File: src/rtl/conv_layer_scheduler.sv
// rtl/conv_layer_scheduler.sv - per-pixel, per-kernel sequencer for a convolution frame
module conv_layer_scheduler #(
  parameter int IMG_W       = 64,
  parameter int IMG_H       = 64,
  parameter int NUM_LAYERS  = 5,
  parameter int NUM_KERNELS = 64
) (
  input  logic       clk,
  input  logic       rst_n,
  input  logic       start,
  input  logic       abort,
  output logic       busy,
  output logic       done,
  output logic       patch_req,
  output logic [7:0] patch_x,
  output logic [7:0] patch_y,
  input  logic       patch_ack,
  output logic       eng_start,
  output logic [2:0] eng_layer,
  output logic [5:0] eng_kernel,
  input  logic       eng_done,
  output logic       wr_valid,
  input  logic       wr_ready,
  output logic [7:0] wr_x,
  output logic [7:0] wr_y,
  output logic [2:0] wr_layer,
  output logic [5:0] wr_kernel
);

  typedef enum logic [2:0] {
    IDLE    = 3'd0,
    FETCH   = 3'd1,
    RUN     = 3'd2,
    WAIT    = 3'd3,
    WRITE   = 3'd4,
    ADVANCE = 3'd5
  } state_t;

  localparam logic [7:0] X_LAST = 8'(IMG_W - 1);
  localparam logic [7:0] Y_LAST = 8'(IMG_H - 1);
  localparam logic [2:0] L_LAST = 3'(NUM_LAYERS - 1);
  localparam logic [5:0] K_LAST = 6'(NUM_KERNELS - 1);

  state_t     state_q, state_d;
  logic [7:0] x_q, x_d;
  logic [7:0] y_q, y_d;
  logic [2:0] layer_q, layer_d;
  logic [5:0] kernel_q, kernel_d;
  logic       busy_q, busy_d;
  logic       done_q, done_d;
  logic       patch_req_q, patch_req_d;
  logic       eng_start_q, eng_start_d;
  logic       wr_valid_q, wr_valid_d;

  // Next state, loop counters and the registered strobes that follow the next state.
  always_comb begin
    state_d  = state_q;
    x_d      = x_q;
    y_d      = y_q;
    layer_d  = layer_q;
    kernel_d = kernel_q;
    done_d   = 1'b0;

    case (state_q)
      IDLE: begin
        if (start) begin
          state_d  = FETCH;
          x_d      = 8'd0;
          y_d      = 8'd0;
          layer_d  = 3'd0;
          kernel_d = 6'd0;
        end
      end
      FETCH: begin
        if (patch_ack) state_d = RUN;
      end
      RUN: begin
        state_d = WAIT;
      end
      WAIT: begin
        if (eng_done) state_d = WRITE;
      end
      WRITE: begin
        if (wr_ready) state_d = ADVANCE;
      end
      ADVANCE: begin
        if (kernel_q != K_LAST) begin
          // Same pixel, next kernel: the loaded patch is reused.
          kernel_d = kernel_q + 6'd1;
          state_d  = RUN;
        end else begin
          kernel_d = 6'd0;
          state_d  = FETCH;
          if (x_q != X_LAST) begin
            x_d = x_q + 8'd1;
          end else begin
            x_d = 8'd0;
            if (y_q != Y_LAST) begin
              y_d = y_q + 8'd1;
            end else begin
              y_d = 8'd0;
              if (layer_q != L_LAST) begin
                layer_d = layer_q + 3'd1;
              end else begin
                layer_d = 3'd0;
                state_d = IDLE;
                done_d  = 1'b1;
              end
            end
          end
        end
      end
      default: begin
        state_d = IDLE;
      end
    endcase

    // Abort outranks every other input, including a start seen in IDLE.
    if (abort) begin
      state_d  = IDLE;
      done_d   = 1'b0;
      x_d      = 8'd0;
      y_d      = 8'd0;
      layer_d  = 3'd0;
      kernel_d = 6'd0;
    end

    busy_d      = (state_d != IDLE);
    patch_req_d = (state_d == FETCH);
    eng_start_d = (state_d == RUN);
    wr_valid_d  = (state_d == WRITE);
  end

  // State, counters and output strobes; reset drops everything to an idle, zeroed frame.
  always_ff @(posedge clk or negedge rst_n) begin
    if (!rst_n) begin
      state_q     <= IDLE;
      x_q         <= 8'd0;
      y_q         <= 8'd0;
      layer_q     <= 3'd0;
      kernel_q    <= 6'd0;
      busy_q      <= 1'b0;
      done_q      <= 1'b0;
      patch_req_q <= 1'b0;
      eng_start_q <= 1'b0;
      wr_valid_q  <= 1'b0;
    end else begin
      state_q     <= state_d;
      x_q         <= x_d;
      y_q         <= y_d;
      layer_q     <= layer_d;
      kernel_q    <= kernel_d;
      busy_q      <= busy_d;
      done_q      <= done_d;
      patch_req_q <= patch_req_d;
      eng_start_q <= eng_start_d;
      wr_valid_q  <= wr_valid_d;
    end
  end

  assign busy       = busy_q;
  assign done       = done_q;
  assign patch_req  = patch_req_q;
  assign patch_x    = x_q;
  assign patch_y    = y_q;
  assign eng_start  = eng_start_q;
  assign eng_layer  = layer_q;
  assign eng_kernel = kernel_q;
  assign wr_valid   = wr_valid_q;
  assign wr_x       = x_q;
  assign wr_y       = y_q;
  assign wr_layer   = layer_q;
  assign wr_kernel  = kernel_q;

endmodule

File: config.mk
export PLATFORM = sky130hd
export DESIGN_NAME = conv_layer_scheduler
export DESIGN_NICKNAME = d
export VERILOG_FILES = /design/src/rtl/conv_layer_scheduler.sv
export SDC_FILE = /design/constraint.sdc
export NUM_CORES = 1
export LEC_CHECK = 0
export BUFFER_PORTS_ARGS = -buffer_cell sky130_fd_sc_hd__buf_4
export CAP_MARGIN = 10
export CORE_ASPECT_RATIO = 0.8
export CORE_MARGIN = 2
export CORE_UTILIZATION = 50
export CTS_CLUSTER_DIAMETER = 200
export DETAILED_ROUTE_END_ITERATION = 16
export GPL_TIMING_DRIVEN = 1
export MAX_ROUTING_LAYER = met4
export PLACE_DENSITY = 0.78
export SETUP_SLACK_MARGIN = 0.4
export SLEW_MARGIN = 20
export SYNTH_ARGS = -nofsm -noshare
export SYNTH_HDL_FRONTEND = slang
export SYNTH_SLANG_ARGS = --single-unit
File: constraint.sdc
create_clock -name clk -period 3.4 [get_ports clk]
set_input_delay 0.34 -clock clk [delete_from_list [all_inputs] [get_ports clk]]
set_output_delay 0.34 -clock clk [all_outputs]
set_load 0.02 [all_outputs]
======== After elaboration in Yosys (flattened, before gate mapping) ========
Cells that the tools add are included.
word-level totals
  bits of input ports ..................... 7
  word-level logic and storage cells ...... 74
  bits in registers ....................... 33
  output and inout port bits .............. 55
cells by class
  mux-type cells .......................... 37
  reductions and logical operators ........ 7
  eq/ne operators ......................... 16
  $add $sub $neg .......................... 4
operators with widths
  kind                                                   count
  2-to-1 mux 8 bit                                       8
  2-to-1 mux 3 bit                                       11
  case mux 8 bit (2 select lines)                        2
  2-to-1 mux 6 bit                                       3
  case mux 3 bit (6 select lines)                        1
  adder 8 x 1 -> 8 bit, second input constant            2
  inequality test 8 x 6 -> 1 bit, second input constant  2
  inequality test 3 bit, second input constant           5
  case mux 6 bit (2 select lines)                        1
  == test 3 x 2 -> 1 bit, second input constant          3
  == test 3 bit, second input constant                   3
  2-to-1 mux 1 bit                                       9
  adder 6 x 1 -> 6 bit, second input constant            1
  == test 3 x 1 -> 1 bit, second input constant          2
  inequality test 6 bit, second input constant           1
  case mux 3 bit (2 select lines)                        1
  nonzero test 3 bit                                     2
  AND reduction 5 bit                                    1
  AND reduction 4 bit                                    1
  adder 3 x 1 -> 3 bit, second input constant            1
  logical NOT 3 bit                                      1
  AND reduction 3 bit                                    1
  2-to-1 mux 2 bit                                       1
  AND reduction 2 bit                                    1

======== Longest topological paths before layout ========
Gate-level depths: netlist (run 1).
  depth after elaboration ................. 8
  gate-level depth with buffers ........... 8
  depth with buffers taken out ............ 7

======== Worst setup path before layout (run 1) ========
Ideal clock, no wire load.
  kind .................................... reg2reg
  start ................................... register x_q[0] (netlist: patch_x[0])
  end ..................................... register y_q[4] (netlist: patch_y[4])
  arrival time ............................ 1782 ps
  path slack .............................. 1524 ps
  path buffers ............................ 0
  data required time ...................... 3306 ps
  setup time .............................. 94 ps
  cell stages (with the launch flop) ...... 7
  clock period less this slack ............ 1876 ps
  path through ............................ dfrtp_1 > ha_1 > and4bb_1 > and2_1 > a21oi_1 > or4_1 > a211oi_1
between the ends
  word-level cells in the longest chain between the ends .. 3
RTL lines
  what                             line  RTL
  from (decl)                      45    logic [7:0] x_q, x_d;
  from (signal assigned)           138   x_q <= 8'd0;
  from (signal assigned)           149   x_q <= x_d;
  inequality test 8 x 6 -> 1 bit   94    if (x_q != X_LAST) begin
  inequality test 3 bit (no line)  -
  AND reduction 4 bit (no line)    -
  to (signal assigned)             150   y_q <= y_d;
  to (decl)                        46    logic [7:0] y_q, y_d;
Every way passes these cells.
A chain may end at the register's enable or synchronous reset.

======== Worst setup path after layout (run 1) ========
  start ................................... register state_q[1]
  end ..................................... register layer_q[0] (netlist: eng_layer[0])
between the ends
  word-level cells in the longest chain between the ends .. 3
  elaborated cells on any way between the ends .. 10
  classes of those cells .................. eq/ne: 5; mux: 2; reduce/logical: 3
RTL lines
  what                                                               line  RTL
  from (decl)                                                        44    state_t state_q, state_d;
  from (signal assigned)                                             148   state_q <= state_d;
  == test 3 bit or logical NOT 3 bit (tied branches)                 64    case (state_q)
  inequality test 3 bit (no line) (tied with other cells)            -
  AND reduction 5 bit (no line) or 2-to-1 mux 3 bit (tied branches)  -
  to (signal assigned)                                               151   layer_q <= layer_d;
  to (decl)                                                          47    logic [2:0] layer_q, layer_d;
Parallel ways exist; a longest one is shown, timed or not.

==> results.toml, run 1 <==
[run_status]
outcome = "complete, but fails checks"
violations = "negative hold slack"

[setup_path]
worst_path_max_delay_cell = "a21oi_1"
path_class = "reg2reg"
endpoint_kind = "register"
critical_path.max_stage_delay_ps = 760
critical_path.cell_chain = "and3b_1 > nand2_2 > a21oi_1 > or3_1 > mux2i_1"
critPathLaunch = "state_q[1]"
timing.rr.start = "state_q[1]"
critPathBufInv = 0
crit_fanout = 13
crit_family = "simple AND/OR/NAND/NOR gates"
required_ps = 3610
rrSetupSlack_ps = 940
critPathLaunchType = "register"
cp.arrival_ps = 2660

[yosys]
synth_top_family_by_area = "simple AND/OR/NAND/NOR gates"
synth_xor_area_frac = 0.00852
synth_nets = 243
syn-cell-area_um2 = 2060
synth.area.top_cells = "dfrtp_1 (40%), buf_4 (9.1%), o21ai_0 (5.6%), nand2_1 (4.0%), nand3_1 (3.4%)"
synth_cell_types = 48
postSynthAreaPerCell_um2 = 8.90
synth-compound-area-share = 0.161
synth_top_cell_area_share = 0.401
yosys_warnings = 0
ys_ff_latch = 33
synth-seq-area-share = 0.401
synthSimpleGateAreaFrac = 0.253
synth_adder_area_share = 0.0304
netlist_instances = 231
yosys.area.top_type = "dfrtp_1"
muxShareOfSynthArea = 0.0146

[global_route]
grt_pass1_wl_um = 7550
antenna_found_initial = 0
grt-ovfl-total = 0
grt_use_total = 0.223
grt_max_degree = 34
first_global_vias = 1593

[sta]
layout_min_cycle_time_ps = 2460
finalSetupViolCount = 0
hold_violations = 33
max_freq_mhz = 407
drv_slew = 0
worst_pin_slew_ps = 906
tns_ps = 0
rsz0062_at_grt = "no"
post-route-period-util = 0.723
hold_slack_ps = -12.3
finClkSkew_ps = 6.60
slew_headroom = 0.396

[clock_network]
tritoncts = "built"
cts.repair.resized = 0
clk_pin_slew_ps = 70
cts_inserted_buffers = 5
post_cts_buffers = 0
cts.sinks = 33
htree_levels = 2
clock_path_buffers = 2
ctsHoldBuffers = 0
clkLatencyLatePin_ps = 290
root_buffer = "clkbuf_8"

[flow_run]
cap_violations = 0

[worst_hold_path]
hold_path_class = "in2async"

[place]
port-buffer-count = 61
dpl_cell_area_um2 = 2330
gp_congestion = 0.811
place_inst = 311
dp_hpwl_um = 3200

[die]
row_count = 20
die_h_um = 61.4
core_um2 = 3880
initial_core_util = 0.530
dieArea_um2 = 4650
io_pins = 62
die_w_um = 75.7

[finish]
nFillCells = 340
synthToLayoutAreaGrowth_pct = 17.5
finalNonFillerCells = 318
finalInstanceArea_um2 = 2420
layout-drive-gt1-share = 0.285
antenna_cells = 0
fin_nets = 275

[power_and_ir_drop]
ir_worst_vdd_uv = 172
power.density_nw_per_um2 = 334
leakagePower_uw = 0.00115

[routing]
drc_errors = 0
ant_nets = 0
viasPerCell = 5.57
vias = 1770
wl_per_cell_um = 14.1
drt-initial-drc-count = 113
drt_pass1_iterations = 4
wirelength_um = 4500
[cells in the mapped netlist, drive strengths merged]
cell,count
nor2,14
o2bb2ai,1
o22ai,3
nand4b,1
a21oi,10
nand4,3
xnor2,2
buf,32
nand2,23
a21o,1
and3,5
a22o,1
or4,1
nor2b,3
a311oi,1
nor3b,2
a211oi,2
mux2i,3
nand3,14
ha,5
and4bb,2
and2,3
or3,4
o41a,1
nor4b,1
a31oi,2
or2,2
nor3,10
dfrtp,33
o211ai,1
o31ai,3
nand3b,3
nor4,1
o41ai,1
inv,4
clkbuf,4
and3b,1
a41oi,1
o21ai,27
[layer usage]
layer / GRT usage / part of all wire
met4: 0.0376 / 0.0042
met1: 0.299 / 0.46
met5: - / 0
met3: 0.0589 / 0.063
met2: 0.348 / 0.47
[logic make-up after synthesis]
kind of cell | count (synthesis)
buffers and inverters | 40
and+or+nand+nor | 93
DFF | 33
AOI/OAI and AO/OA | 55
muxes | 3
adders and majority gates | 5
xor gates and xnor gates | 2
[cell usage in the layout (no fill, tap or decap), types with 4 or more instances in the layout]
| master | synthesis | final |
|---|---|---|
| buf_4 | 25 | 61 |
| nor3_1 | 8 | 8 |
| inv_1 | 4 | 4 |
| nand2_1 | 22 | 22 |
| nor2_1 | 14 | 14 |
| clkbuf_8 | 0 | 6 |
| o21ai_0 | 23 | 23 |
| dfrtp_1 | 33 | 33 |
| a21oi_1 | 9 | 9 |
| or3_1 | 4 | 4 |
| and3_1 | 5 | 5 |
| nand3_1 | 14 | 14 |
| ha_1 | 5 | 5 |
[layout make-up]
cell class,count,area [um^2],area share
inverters,4,15.0,0.00621
repair buffers,61,458,0.190
multi-input cells,158,962,0.398
well taps,55,68.8,0.0285
flip-flops and latches,33,826,0.342
clock buffers,7,86.3,0.0357
[through the flow]
step / power, uW / setup WS, ps / utilization
2_1_floorplan: 481 / 1520 / -
6_report: 807 / 943 / 0.623
3_5_place_dp: 510 / 1010 / 0.601
3_3_place_gp: 508 / 1140 / 0.601
5_1_grt: 841 / 744 / 0.623
4_1_cts: 811 / 981 / 0.623
[worst paths after layout]
| path | endpoint | cells past startpoint |
|---|---|---|
| max in group asynchronous | patch_x[3] | 1 |
| setup reg to reg | eng_layer[0] | 5 |
| min in group clk | patch_y[4] | 2 |
| hold / removal | done | 1 |
| setup / recovery | eng_layer[0] | 5 |
| hold reg to reg | eng_layer[2] | 1 |
[report_power, final]
part / total (uW) / internal (uW) / switching, uW
clock network: 305 / 161 / 144
logic: 91.3 / 35.3 / 56.0
registers: 411 / 401 / 10.2
[flip-flops by register name, summed over array words and instances (netlist names)]
name and count:
busy 1, done 1, eng_kernel 6, eng_layer 3
eng_start 1, patch_req 1, patch_x 8, patch_y 8
state_q 3, wr_valid 1
(Power assumes the default switching activity.)
==> inputs of run 2 (changes only) <==
--- a/config.mk
+++ b/config.mk
@@ -9,12 +9,12 @@
 export CAP_MARGIN = 10
 export CORE_ASPECT_RATIO = 0.8
 export CORE_MARGIN = 2
-export CORE_UTILIZATION = 50
+export CORE_UTILIZATION = 46
 export CTS_CLUSTER_DIAMETER = 200
 export DETAILED_ROUTE_END_ITERATION = 16
 export GPL_TIMING_DRIVEN = 1
 export MAX_ROUTING_LAYER = met4
-export PLACE_DENSITY = 0.78
+export PLACE_DENSITY = 0.75
 export SETUP_SLACK_MARGIN = 0.4
 export SLEW_MARGIN = 20
 export SYNTH_ARGS = -nofsm -noshare
==> constraint.sdc (replaced) <==
create_clock -name clk -period 2.1 [get_ports clk]
set_input_delay 0.21 -clock clk [delete_from_list [all_inputs] [get_ports clk]]
set_output_delay 0.21 -clock clk [all_outputs]
set_load 0.02 [all_outputs]
==> results.toml, run 2 (synthesis results as in run 1) <==
[place]
port-buffer-count = 61
gp_congestion = 0.840
dpl_cell_area_um2 = 2470
dp_hpwl_um = 3530
place_inst = 325
place_ws_ps = 191

[die]
initial_core_util = 0.486
dieArea_um2 = 5030
row_count = 21
core_um2 = 4230
io_pins = 62
die_h_um = 63.8
die_w_um = 78.8

[routing]
vias = 2092
wirelength_um = 5910
drt-initial-drc-count = 140
drt_pass1_iterations = 6
met3WireLength_um = 441
routed.top_layer = "met4"
met1_length_um = 2570
viasPerCell = 5.75
ant_nets = 0
wl_per_cell_um = 16.2
wl_met2_um = 2750
drc_errors = 0

[setup_path]
cp.arrival_ps = 1980
critPathLaunchType = "register"
timing.rr.start = "patch_y[1]"
path_class = "reg2reg"
required_ps = 2250
worst_r2r_path_depth = 6
endpoint_kind = "register"
crit_fanout = 7
rrSetupSlack_ps = 280
r2r-end = "patch_y[5]"

[global_route]
grt_pass1_wl_um = 8870
grt-ovfl-total = 0
grt_use_total = 0.231
antenna_found_initial = 0
grt_max_degree = 34
first_global_vias = 1797

[flow_run]
cap_violations = 0

[power_and_ir_drop]
leakagePower_uw = 0.00141
ir_worst_vdd_uv = 324
power.density_nw_per_um2 = 456

[finish]
fin_nets = 318
nFillCells = 296
final_cell_mix = "buf_4 (95), dfrtp_1 (23), nand2_1 (21), nor2_1 (13), o21ai_1 (13)"
layout-drive-gt1-share = 0.531
antenna_cells = 0
finalNonFillerCells = 364
layout_commonest_cell = "buf_4"
synthToLayoutAreaGrowth_pct = 45.8
finalInstanceArea_um2 = 3000

[sta]
finalSetupViolCount = 0
finClkSkew_ps = 14.1
slew_headroom = 0.723
rsz0062_at_grt = "yes"
layout_min_cycle_time_ps = 1820
post-route-period-util = 0.868
setup_ws_ps = 277
worst_pin_slew_ps = 415
drv_slew = 0
hold_slack_ps = 217
max_freq_mhz = 549
hold_violations = 0
tns_ps = 0

[run_status]
outcome = "completed"

[clock_network]
tritoncts = "built"
htree_levels = 2
root_buffer = "clkbuf_8"
clkLatencyLatePin_ps = 290
clock_path_buffers = 2
cts_inserted_buffers = 5
clk_pin_slew_ps = 80
cts.sinks = 33

[worst_hold_path]
hold_path_class = "in2reg"
min_from = "abort"
holdPathStages = 2
hold_end = "patch_y[4]"
## run 2: worst max-delay path by stage
stage / startpoint / end / cells after the start / slack (ps)
floorplan: patch_y[1] / eng_layer[0] / 5 / 380
global placement: state_q[2] / patch_x[2] / 5 / 250
detailed placement: state_q[2] / patch_x[2] / 5 / 190
CTS: state_q[0] / patch_y[4] / 5 / 320
global route: patch_y[1] / patch_y[5] / 6 / 180
finish: patch_y[1] / patch_y[5] / 6 / 280
## run 2: per-layer routing
| layer | up-vias | global-route usage |
|---|---|---|
| met5 | - | - |
| met4 | 0 | 0.0833 |
| met3 | 19 | 0.0466 |
| met2 | 118 | 0.331 |
| met1 | 990 | 0.326 |
| li1 | 965 | - |
## run 2: layout make-up
type / instances / area (um^2) / share of cell area
multi-input combinational: 160 / 1200 / 0.401
clock buffer: 7 / 76.3 / 0.0254
tap: 57 / 71.3 / 0.0238
inverter: 4 / 15.0 / 0.00501
clock inverter: 1 / 5.00 / 0.00167
timing repair buffer: 102 / 791 / 0.264
sequential: 33 / 838 / 0.280
## run 2: through the flow
step                      total power (uW)   util
final                                 1370  0.709
after global routing                  1420  0.709
after CTS                             1330  0.639
after detailed placement               839  0.584
after global placement                 835  0.584
after floorplan                        781      -
## run 2: power breakdown
part,switching (uW),internal [uW],total [uW]
registers,11.3,649,661
logic,125,109,234
clock network,239,233,472
## run 2: repair_timing
item | CTS | global route
pin swaps | 6 | 14
endpoints found under the setup margin | 25 | 28
hold buffers | 1 | 0
endpoints found under the hold margin | 33 | 0
setup buffers | 11 | 17
cloned | 1 | 1
resized for setup | 14 | 47
## run 2: critical path, cell delays in order (launching register included)
cell and delay, ps:
dfrtp_2 400, ha_4 170, nand2_4 50, o41a_1 520
and2_4 210, o31ai_2 220, o31ai_2 110
